**config.mk**
```make
export PLATFORM = sky130hd
export DESIGN_NAME = oil_slick_controller
export DESIGN_NICKNAME = d
export VERILOG_FILES = /design/src/rtl/oil_slick_controller.sv
export SDC_FILE = /design/constraint.sdc
export NUM_CORES = 1
export LEC_CHECK = 0
export ABC_AREA = 0
export CAP_MARGIN = 20
export CORE_MARGIN = 3
export CORE_UTILIZATION = 50
export DETAILED_ROUTE_END_ITERATION = 8
export PLACE_DENSITY = 0.78
export SLEW_MARGIN = 20
export SYNTH_ARGS = -nofsm -noshare
export SYNTH_HDL_FRONTEND = slang
export SYNTH_SLANG_ARGS = --single-unit
```
**constraint.sdc**
```tcl
create_clock -name clk -period 4.9 [get_ports clk]
set_input_delay 0.735 -clock clk [delete_from_list [all_inputs] [get_ports clk]]
set_output_delay 0.735 -clock clk [all_outputs]
set_load 0.01 [all_outputs]
```
**src/rtl/oil_slick_controller.sv**
```systemverilog
// Oil slick scheduler: scrolls, retires and spawns up to NUM_SLOTS slicks,
// shares one bitmap drawer between them and turns contact into skid pulses.
module oil_slick_controller #(
    parameter int NUM_SLOTS    = 4,
    parameter int OBJ_W        = 64,
    parameter int OBJ_H        = 32,
    parameter int SCREEN_H     = 480,
    parameter int ROAD_LEFT    = 192,
    parameter int SPAWN_PERIOD = 90
) (
    input  logic                 clk,
    input  logic                 reset,
    input  logic                 startOfFrame,
    input  logic                 enable,
    input  logic [3:0]           speed,
    input  logic [10:0]          pixelX,
    input  logic [10:0]          pixelY,
    input  logic                 oilCarCollision,
    output logic                 InsideRectangle,
    output logic [10:0]          offsetX,
    output logic [10:0]          offsetY,
    output logic                 skidPulse,
    output logic [NUM_SLOTS-1:0] activeMask,
    output logic                 busy
);

    localparam int SEL_W = (NUM_SLOTS > 1) ? $clog2(NUM_SLOTS) : 1;
    localparam int CNT_W = $clog2(SPAWN_PERIOD);
    localparam logic [SEL_W-1:0] LAST_IDX   = SEL_W'(NUM_SLOTS - 1);
    localparam logic [CNT_W-1:0] CNT_LAST   = CNT_W'(SPAWN_PERIOD - 1);
    localparam logic [11:0]      SCREEN_H12 = 12'(SCREEN_H);
    localparam logic [11:0]      OBJ_W12    = 12'(OBJ_W);
    localparam logic [11:0]      OBJ_H12    = 12'(OBJ_H);
    localparam logic [10:0]      ROAD_LEFT11 = 11'(ROAD_LEFT);

    typedef enum logic [1:0] {
        IDLE   = 2'd0,
        UPDATE = 2'd1,
        SPAWN  = 2'd2
    } state_t;

    state_t state;
    state_t state_next;
    logic [SEL_W-1:0] idx;
    logic [SEL_W-1:0] idx_next;

    logic [NUM_SLOTS-1:0] active;
    logic [NUM_SLOTS-1:0] hit;
    logic [10:0]          top_x [NUM_SLOTS];
    logic [10:0]          top_y [NUM_SLOTS];
    logic [CNT_W-1:0]     spawn_cnt;
    logic [15:0]          lfsr;

    logic [11:0]      upd_sum;
    logic             free_found;
    logic [SEL_W-1:0] free_idx;

    logic             pix_hit;
    logic [SEL_W-1:0] pix_sel;
    logic [10:0]      pix_ox;
    logic [10:0]      pix_oy;
    logic [SEL_W-1:0] sel;
    logic [SEL_W-1:0] sel_d;
    logic             coll_fire;

    // Free-running pseudo-random source for spawn X (taps 16,14,13,11).
    always_ff @(posedge clk) begin
        if (reset) begin
            lfsr <= 16'hACE1;
        end else begin
            lfsr <= {lfsr[0] ^ lfsr[2] ^ lfsr[3] ^ lfsr[5], lfsr[15:1]};
        end
    end

    // Frame sequencer state register.
    always_ff @(posedge clk) begin
        if (reset) begin
            state <= IDLE;
            idx   <= '0;
        end else begin
            state <= state_next;
            idx   <= idx_next;
        end
    end

    // Frame sequencer: walk every slot once, then one spawn step.
    always_comb begin
        state_next = state;
        idx_next   = idx;
        unique case (state)
            IDLE: begin
                if (startOfFrame && enable) begin
                    state_next = UPDATE;
                    idx_next   = '0;
                end
            end
            UPDATE: begin
                if (idx == LAST_IDX) begin
                    state_next = SPAWN;
                end else begin
                    idx_next = idx + SEL_W'(1);
                end
            end
            SPAWN: begin
                state_next = IDLE;
            end
            default: begin
                state_next = IDLE;
            end
        endcase
    end

    assign busy       = (state != IDLE);
    assign activeMask = active;

    // Scrolled position of the slot being updated; 12 bits so 479+15 cannot wrap.
    always_comb begin
        upd_sum = {1'b0, top_y[idx]} + {8'b0, speed};
    end

    // Lowest-index free slot, seen after this frame's retirements.
    always_comb begin
        free_found = 1'b0;
        free_idx   = '0;
        for (int unsigned i = 0; i < NUM_SLOTS; i++) begin
            if (!free_found && !active[SEL_W'(i)]) begin
                free_found = 1'b1;
                free_idx   = SEL_W'(i);
            end
        end
    end

    // A collision only counts once per slick lifetime.
    always_comb begin
        coll_fire = oilCarCollision && enable && active[sel_d] && !hit[sel_d];
    end

    // Slot table: collision marking, then scroll/retire, then spawn.
    // Later assignments take priority, so a retire or respawn clears a hit set in the same cycle.
    always_ff @(posedge clk) begin
        if (reset) begin
            active    <= '0;
            hit       <= '0;
            spawn_cnt <= '0;
            for (int unsigned i = 0; i < NUM_SLOTS; i++) begin
                top_x[SEL_W'(i)] <= '0;
                top_y[SEL_W'(i)] <= '0;
            end
        end else begin
            if (coll_fire) begin
                hit[sel_d] <= 1'b1;
            end
            if (state == UPDATE && active[idx]) begin
                if (upd_sum >= SCREEN_H12) begin
                    active[idx] <= 1'b0;
                    hit[idx]    <= 1'b0;
                end else begin
                    top_y[idx] <= upd_sum[10:0];
                end
            end
            if (state == SPAWN) begin
                if (spawn_cnt == CNT_LAST) begin
                    spawn_cnt <= '0;
                    if (free_found) begin
                        active[free_idx] <= 1'b1;
                        hit[free_idx]    <= 1'b0;
                        top_y[free_idx]  <= '0;
                        top_x[free_idx]  <= ROAD_LEFT11 + {3'b000, lfsr[7:0]};
                    end
                end else begin
                    spawn_cnt <= spawn_cnt + CNT_W'(1);
                end
            end
        end
    end

    // Pixel ownership: lowest-index active slot covering the pixel wins.
    always_comb begin
        pix_hit = 1'b0;
        pix_sel = '0;
        pix_ox  = '0;
        pix_oy  = '0;
        for (int unsigned i = 0; i < NUM_SLOTS; i++) begin
            if (!pix_hit && active[SEL_W'(i)]
                && (pixelX >= top_x[SEL_W'(i)])
                && ({1'b0, pixelX} < ({1'b0, top_x[SEL_W'(i)]} + OBJ_W12))
                && (pixelY >= top_y[SEL_W'(i)])
                && ({1'b0, pixelY} < ({1'b0, top_y[SEL_W'(i)]} + OBJ_H12))) begin
                pix_hit = 1'b1;
                pix_sel = SEL_W'(i);
                pix_ox  = pixelX - top_x[SEL_W'(i)];
                pix_oy  = pixelY - top_y[SEL_W'(i)];
            end
        end
    end

    // Registered drawer inputs, owner index pipeline and skid pulse.
    always_ff @(posedge clk) begin
        if (reset) begin
            InsideRectangle <= 1'b0;
            offsetX         <= '0;
            offsetY         <= '0;
            sel             <= '0;
            sel_d           <= '0;
            skidPulse       <= 1'b0;
        end else begin
            InsideRectangle <= pix_hit;
            offsetX         <= pix_ox;
            offsetY         <= pix_oy;
            sel             <= pix_sel;
            sel_d           <= sel;
            skidPulse       <= coll_fire;
        end
    end

endmodule

```
==> results of run 1 <==
-- metal layers --
layer,vias up,share of wire [%]
met5,-,0
met3,65,10
met4,0,2.8
met1,4672,44
met2,493,43
li1,4696,-
-- power by group through the flow --
stage | clock [W] | combinational (W) | sequential (W)
6_report | 0.00136 | 0.000745 | 0.00136
5_1_grt | 0.00142 | 0.000815 | 0.00136
4_1_cts | 0.00137 | 0.000727 | 0.00136
3_5_place_dp | 0 | 0.000720 | 0.00138
3_3_place_gp | 0 | 0.000707 | 0.00138
2_1_floorplan | 0 | 0.000515 | 0.00136
-- state kept, by name, summed over array words and instances, names as in the netlist, 2 cells and up, named ones only --
signal / cells
activeMask: 4
hit: 4
idx: 2
lfsr: 16
offsetX: 11
offsetY: 11
sel: 2
sel_d: 2
spawn_cnt: 7
state: 2
top_x: 36
top_y: 44
-- synthesized netlist by cell type, drive strengths merged (11+ instances only) --
master / n / share of area (%)
a31oi: 20 / 1.2
nor2: 92 / 3.0
and2: 29 / 1.6
a21oi: 78 / 3.5
a21o: 25 / 1.6
clkbuf: 16 / 0.53
nor2b: 31 / 1.7
o21ai: 52 / 2.3
nand3: 37 / 1.6
nor4: 11 / 0.73
edfxtp: 80 / 21
a211oi: 22 / 1.5
xnor2: 53 / 4.1
nand2b: 19 / 1.0
mux4: 12 / 2.4
dfxtp: 65 / 11
nand2: 79 / 2.6
nand4: 15 / 0.82
ha: 139 / 15
nor3: 45 / 2.0
xor2: 27 / 2.1
buf: 15 / 0.91
inv: 117 / 3.8
o21a: 16 / 1.1
or2: 11 / 0.60
-- final cells by class --
type | instances | area [µm²] | share of cell area, %
clock buffer | 20 | 500.5 | 3.849
timing repair buffer | 79 | 735.7 | 5.658
inverter | 117 | 439.2 | 3.377
tap | 280 | 350.3 | 2.694
clock inverter | 12 | 127.6 | 0.9814
multi-input combinational | 961 | 7147 | 54.96
sequential | 145 | 3704 | 28.48
-- worst max-delay path, stage by stage (launching register included) --
cell      delay, ps
dfxtp_1         370
buf_4           240
mux4_2          570
ha_1            240
a21o_1          190
a21o_1          200
a21oi_1         340
nor2b_1         100
xnor2_1         430
a211oi_2        140
nor4_4          360
a41oi_2         150
buf_4           220
nand2_1         400
-- logic make-up after synthesis --
kind of cell	after synthesis	synth area share [%]
AO/OA/AOI/OAI	305	18.44
XOR/XNOR	80	6.135
adder cells (fa/ha/maj)	148	16.81
buffers and inverters	148	5.280
flip-flops	145	32.43
multiplexers	17	2.892
other	1	0.03283
AND/OR/NAND/NOR	403	17.99
-- worst paths after layout --
check / startpoint / endpoint / slack (ps)
setup / recovery: register / top_y[1][7] / 580
setup reg to reg: register / top_y[1][7] / 580
hold / removal: lfsr[12] / lfsr[11] / 410
hold reg to reg: lfsr[12] / lfsr[11] / 410
-- per-stage QoR --
step	power (W)	utilization, %
3_5_place_dp	0.002104	55.84
6_report	0.003465	58.68
4_1_cts	0.003453	58.68
3_3_place_gp	0.002088	55.84
5_1_grt	0.003597	58.68
2_1_floorplan	0.001880	-
==> out/metrics.cfg, run 1 <==
[sta]
fmax_mhz = 231.7
finalSetupViolations = 0
min_period_ps = 4315
slew_violations = 0
worst_slew_pin_slew_ps = 976.3
rsz0062_at_grt = false
fin_setup_tns_ps = 0
maxSlewHeadroom_pct = 34.41
fin_skew_ps = 8.826
hold_slack_ps = 413.6
hold_viol_final = 0
min_period_over_period_pct = 88.06
worst_slack_ps = 584.8

[placement]
place_inst = 1582
port_buffers = 59
dp_hpwl_mm = 25.49
pre_cts_ws_ps = 449.5
place_area_um2 = 12380
gp_congestion = 1.075

[cells_and_area]
layout_commonest_cell = ha_1
area_delta_synth_final_pct = 13.86
final_area_um2 = 13000
most-common-layout-cells = ha_1 (139), inv_1 (115), nor2_1 (92), edfxtp_1 (80), nand2_1 (79)
fillers = 1901
num_antenna_cells = 0
num-nets-final = 1500
stdcell_count = 1614
drive_above_1_share_pct = 7.796

[pwr]
irDropWorstVdd_mv = 0.2204
power-per-cell-area_nw_per_um2 = 266.5
p_int_w = 0.002386
leakagePower_nw = 5.235
clockPowerShare_pct = 39.3
switchingPower_w = 0.001079
p_seq_share_pct = 39.2
switching_share_pct = 31.14
power_frac_comb_pct = 21.5

[die]
start_util_pct = 51.54
dieWidth_um = 157.1
io-pin-count = 60
die_h_um = 157.1
die_area_um2 = 24690
placementRows = 54
core_area_um2 = 22160

[grt]
antenna_found_initial = 0
grt_util_met2_pct = 39.39
grt_use_met1_pct = 38.38
grt_max_degree = 51
grt-ovfl-total = 0
grt_pass1_vias = 9544
gr-max-usage-layer = met2
grt_usage_pct = 26.44
grt_pass1_wl_mm = 50.97
gr-usage-met3_pct = 5.279

[clock_network]
cts-root-buf = clkbuf_16
hold_buffers = 0
clockBufferDepth = 2
clkTransAtPathRegs_ps = 70
clock_latency_ps = 430
cts.sinks = 145
cts_tree = done
numCtsBuffers = 17
ctsResizeCount = 0
htreeDepth = 4
postCtsSetupBuffers = 0

[detailed_routing]
drc = 0
ant_nets = 0
vias = 9926
drt_wl_total_mm = 32.41
dr.pass1.iters = 8
drt_iter0_markers = 1119
post_drt_via_cell_ratio = 6.150
wl_per_cell_um = 20.08

[job]
drv_cap = 0

[critical_path]
cp-start-kind = register
worstPathRequired_ps = 4960
critPathKind = reg2reg
crit_fanout = 11
endpoint_kind = register
ff2ff_path_depth = 13
worstPathArrival_ps = 4380

[synth]
synth_ff_type = edfxtp_1
avgSynthCellArea_um2 = 9.159
yosysSeqAreaShare_pct = 32.43
synthCells = 1247
synth_cell_types = 84
synth_edf_count = 80
ys_async_sr_fraction_pct = 0
ys_seq_elements = 145
netlist_area_um2 = 11420
yosys_warnings = 0

[hold_path]
min_path_cells = 1
worstHoldPathType = reg2reg

[status]
status = completed

Note: power is estimated with default switching activity, not from simulation.
==> inputs of run 2 (changes only) <==
- clock period: 4.9 -> 5.2 ns (I/O delays scaled with it)
==> out/metrics.cfg, run 2 (synthesis gave the netlist of run 1 again) <==
[grt]
grt_usage_pct = 26.31  ; -0.13 points
grt-ovfl-total = 0  ; unchanged
antenna_found_initial = 0  ; unchanged
grt_pass1_wl_mm = 50.60  ; -0.72%
grt_max_degree = 51  ; unchanged
grt_pass1_vias = 9316  ; -2.4%

[cells_and_area]
fillers = 1890  ; -0.58%
layout_commonest_cell = ha_1
num_antenna_cells = 0  ; unchanged
area_delta_synth_final_pct = 13.27
largest_register_ffs = 44  ; unchanged
most-common-layout-cells = ha_1 (139), inv_1 (115), nor2_1 (92), edfxtp_1 (80), nand2_1 (79)
reg_top3 = top_y: 44 flops, top_x: 36 flops, lfsr: 16 flops
seq_area_um2 = 3704  ; unchanged
multi_input_area_um2 = 7147  ; unchanged
top_register = top_y
num-nets-final = 1497  ; -0.20%
drive_above_1_share_pct = 7.588  ; -0.21 points

[die]
core_area_um2 = 22160  ; unchanged
die_area_um2 = 24690  ; unchanged
die_h_um = 157.1  ; unchanged
placementRows = 54  ; unchanged
start_util_pct = 51.54  ; unchanged
io-pin-count = 60  ; unchanged
dieWidth_um = 157.1  ; unchanged

[clock_network]
ctsResizeCount = 0  ; unchanged
cts-root-buf = clkbuf_16
clockBufferDepth = 2  ; unchanged
postCtsSetupBuffers = 0  ; unchanged
numCtsBuffers = 17  ; unchanged
cts_tree = done
clkTransAtPathRegs_ps = 70  ; about the same
clock_latency_ps = 430  ; about the same
hold_buffers = 0  ; unchanged
htreeDepth = 4  ; unchanged
cts.sinks = 145  ; unchanged

[critical_path]
crit_fanout = 11  ; unchanged
critPathKind = reg2reg
reg2reg_slack_ps = 630  ; +40 ps
path_cells = buf_4, mux4_2, ha_1, fa_1, a21o_1, a21oi_1, nor2_1, nor2b_1, o21ai_0, a211oi_2, nor4_4, a41oi_2, nand2_1
ff2ff_path_depth = 13  ; unchanged
endpoint_kind = register
cp-start-kind = register
max_stage_delay_ps = 570  ; about the same
worstPathRequired_ps = 5260  ; +300 ps
slowest_stage = a41oi_2
worstPathArrival_ps = 4630  ; +250 ps
timing.rr.end = top_y[1][1]

[pwr]
leakagePower_nw = 5.207  ; -0.55%
power-per-cell-area_nw_per_um2 = 247.0  ; -7.3%
p_total_w = 0.003195  ; -7.8%
irDropWorstVdd_mv = 0.2164  ; -1.8%

[sta]
finalSetupViolations = 0  ; unchanged
fin_setup_tns_ps = 0  ; unchanged
min_period_ps = 4575  ; +259.3 ps
rsz0062_at_grt = false
fmax_mhz = 218.6  ; -5.7%
hold_viol_final = 0  ; unchanged
worst_slew_pin_slew_ps = 1018  ; +42.00 ps
worst_slack_ps = 625.5  ; +40.66 ps
slew_violations = 0  ; unchanged
min_period_over_period_pct = 87.97  ; -0.093 points
fin_skew_ps = 10.46  ; +1.632 ps
maxSlewHeadroom_pct = 31.59  ; -2.8 points

[detailed_routing]
post_drt_via_cell_ratio = 6.176  ; +0.43%
wl_per_cell_um = 20.13  ; +0.27%
drt_iter0_markers = 1021  ; -8.8%
dr.pass1.iters = 6  ; -2
drc = 0  ; unchanged
drt_wl_total_mm = 32.43  ; about the same
vias = 9950  ; +0.24%
ant_nets = 0  ; unchanged

[placement]
pre_cts_ws_ps = 327.4  ; -122.1 ps
port_buffers = 59  ; unchanged
dp_hpwl_mm = 25.45  ; -0.16%
gp_congestion = 0.9924  ; -7.7%

[hold_path]
min_to = lfsr[7]
hp-start = lfsr[8]
min_path_cells = 1  ; unchanged
worstHoldPathType = reg2reg

[status]
status = completed

[job]
drv_cap = 0  ; unchanged

run 2: worst max-delay path by stage:
| stage | endpoint | cells past startpoint |
|---|---|---|
| global placement | offsetY[2] | 14 |
| finish | top_y[1][1] | 13 |
| global route | offsetX[4] | 12 |
| floorplan | top_y[1][0] | 12 |
| detailed placement | offsetY[2] | 14 |
| CTS | top_y[1][5] | 13 |
run 2: per-stage QoR:
step           util (%)  instances  cell area (µm²)  hold slack [ps]
4_1_cts           58.37       1611            12940            419.6
2_1_floorplan         -       1254            11450            389.5
6_report          58.37       1611            12940            411.8
3_3_place_gp      55.74       1579            12350            395.3
3_5_place_dp      55.74       1579            12350            397.9
5_1_grt           58.37       1611            12940            433.4
run 2: area by class of cell:
| type | instances | area share [%] |
|---|---|---|
| inverter | 117 | 3.395 |
| sequential | 145 | 28.63 |
| clock inverter | 14 | 1.025 |
| clock buffer | 18 | 3.482 |
| tap | 280 | 2.708 |
| multi-input combinational | 961 | 55.25 |
| timing repair buffer | 76 | 5.513 |
run 2: worst max-delay path, delay by kind of cell (launching register included):
kind,cells,cell delay (ps)
buffers and inverters,1,220
adder cells (fa/ha/maj),2,650
AND/OR/NAND/NOR,4,880
multiplexers,1,560
flip-flops,1,310
AO/OA/AOI/OAI,5,1570
run 2: layer usage:
metal  up-vias  global-route usage (%)  share of wire (%)
met1      4677                   38.33                 45
met4         0                   8.017                2.7
met5         -                       0                  0
li1       4694                       -                  -
met2       502                   39.57                 43
met3        77                   5.279                9.4
run 2: power by group:
part / total [W] / internal, W / switching, W
logic: 0.000701 / 0.000283 / 0.000417
registers: 0.00128 / 0.00124 / 0.0000353
clock network: 0.00122 / 0.000663 / 0.000553
==> inputs of run 3 (changes only) <==
- ABC_CLOCK_PERIOD_IN_PS: not set -> 5200
- PLACE_DENSITY: 0.78 -> 0.68
==> out/metrics.cfg, run 3 (synthesis gave the netlist of run 1 again) <==
[pwr]
leakagePower_nw = 5.220  ; +0.26%
power-per-cell-area_nw_per_um2 = 249.3  ; +0.93%
irDropWorstVdd_mv = 0.2004  ; -7.4%

[sta]
worst_slew_pin_slew_ps = 875.6  ; -142.7 ps
hold_slack_ps = 409.3  ; -2.478 ps
min_period_over_period_pct = 84.29  ; -3.7 points
fmax_mhz = 228.2  ; +4.4%
fin_setup_tns_ps = 0  ; unchanged
fin_skew_ps = 15.63  ; +5.175 ps
slew_violations = 0  ; unchanged
hold_viol_final = 0  ; unchanged
rsz0062_at_grt = false
min_period_ps = 4383  ; -191.6 ps
worst_slack_ps = 817.0  ; +191.6 ps
maxSlewHeadroom_pct = 41.18  ; +9.6 points
finalSetupViolations = 0  ; unchanged

[clock_network]
clkTransAtPathRegs_ps = 70  ; about the same
ctsResizeCount = 0  ; unchanged
cts-root-buf = clkbuf_16
numCtsBuffers = 17  ; unchanged
cts.sinks = 145  ; unchanged
hold_buffers = 0  ; unchanged
clock_latency_ps = 430  ; about the same
postCtsSetupBuffers = 0  ; unchanged
cts_tree = done
clockBufferDepth = 2  ; unchanged
htreeDepth = 4  ; unchanged

[cells_and_area]
layout_commonest_cell = ha_1
largest_register_ffs = 44  ; unchanged
drive_above_1_share_pct = 7.652  ; +0.064 points
top_register = top_y
num-nets-final = 1499  ; +0.13%
num_antenna_cells = 0  ; unchanged
stdcell_count = 1613  ; +0.12%
most-common-layout-cells = ha_1 (139), inv_1 (115), nor2_1 (92), edfxtp_1 (80), nand2_1 (79)
fillers = 1996  ; +5.6%
reg_top3 = top_y: 44 flops, top_x: 36 flops, lfsr: 16 flops
area_delta_synth_final_pct = 13.54
final_util_pct = 58.51  ; +0.14 points

[critical_path]
crit_buf_inv = 0  ; -1
reg2reg_slack_ps = 820  ; +190 ps
crit-reg2reg-launch = top_y[3][0]
timing.rr.end = top_y[2][3]
crit_fanout = 11  ; unchanged
slowest_stage = mux4_2
crit_family = compound AO/OA/AOI/OAI gates
path_cells = mux4_2, ha_1, fa_1, a21o_1, a21oi_1, nor2_1, nor2b_1, o21ai_0, a211oi_2, nor3_1, a31oi_2, nand2_1
max_stage_delay_ps = 560  ; about the same
cp-start-kind = register
worstPathArrival_ps = 4440  ; -190 ps
critPathKind = reg2reg
worstPathRequired_ps = 5260  ; about the same
endpoint_kind = register
ff2ff_path_depth = 12  ; -1

[status]
status = completed

[hold_path]
min_to = lfsr[7]
hp-start = lfsr[8]
min_path_cells = 1  ; unchanged
worstHoldPathType = reg2reg

[detailed_routing]
ant_nets = 0  ; unchanged
wl_per_cell_um = 20.07  ; -0.29%
post_drt_via_cell_ratio = 6.007  ; -2.7%
dr.pass1.iters = 8  ; +2
drt_iter0_markers = 967  ; -5.3%
drc = 0  ; unchanged
drt_wl_total_mm = 32.38  ; -0.17%
vias = 9689  ; -2.6%

[placement]
place_inst = 1581  ; +0.13%
dp_hpwl_mm = 25.62  ; +0.67%
pre_cts_ws_ps = 537.7  ; +210.3 ps
gp_congestion = 0.9933  ; about the same
port_buffers = 59  ; unchanged

[die]
die_area_um2 = 24690  ; unchanged
core_area_um2 = 22160  ; unchanged
die_h_um = 157.1  ; unchanged
start_util_pct = 51.54  ; unchanged
io-pin-count = 60  ; unchanged
dieWidth_um = 157.1  ; unchanged
placementRows = 54  ; unchanged

[grt]
grt_usage_pct = 26.35  ; +0.039 points
antenna_found_initial = 0  ; unchanged
grt_pass1_vias = 9327  ; +0.12%
grt-ovfl-total = 0  ; unchanged
grt_max_degree = 51  ; unchanged
grt_pass1_wl_mm = 50.41  ; -0.38%

[job]
drv_cap = 0  ; unchanged

run 3: per-layer routing:
layer	share of wire (%)	GRT usage [%]	up-vias
met3	7.9	4.674	35
li1	-	-	4696
met1	48	40.28	4614
met5	0	0	-
met4	1.3	6.033	0
met2	42	38.88	344
run 3: how the worst max path moves through the flow:
stage / cells after the start / end / start / slack [ps]
3_3_place_gp: 15 / offsetX[9] / pixelY[0] / 610
3_5_place_dp: 14 / offsetX[2] / pixelY[0] / 540
4_1_cts: 12 / top_y[1][7] / register / 800
2_1_floorplan: 12 / top_y[1][0] / register / 1400
5_1_grt: 11 / top_y[1][7] / top_y[3][1] / 590
6_report: 12 / top_y[2][3] / top_y[3][0] / 820
run 3: power breakdown:
part	internal (W)	switching, W
Clock	0.000694	0.000567
Sequential	0.00124	0.0000364
Combinational	0.000282	0.000410
Total	0.00222	0.00101
run 3: per-stage QoR:
stage | power [W] | cell area (µm²)
floorplan | 0.001771 | 11450
global route | 0.003364 | 12970
detailed placement | 0.001978 | 12370
global placement | 0.001976 | 12370
CTS | 0.003230 | 12970
finish | 0.003233 | 12970
run 3: cell type report:
type	instances	area [µm²]	area share, %
Clock buffer	20	479.2	3.695
Multi-Input combinational cell	961	7147	55.11
Tap cell	280	350.3	2.702
Timing Repair Buffer	78	728.2	5.616
Clock inverter	12	120.1	0.9263
Inverter	117	439.2	3.387
Sequential cell	145	3704	28.56
run 3: worst reg2reg max path, delay by kind of cell, from the launching register on:
family	cells	cell delay (ps)
AOI/OAI and AO/OA	5	1430
adders and majority gates	2	640
DFF	1	490
muxes	1	560
and+or+nand+nor	4	890
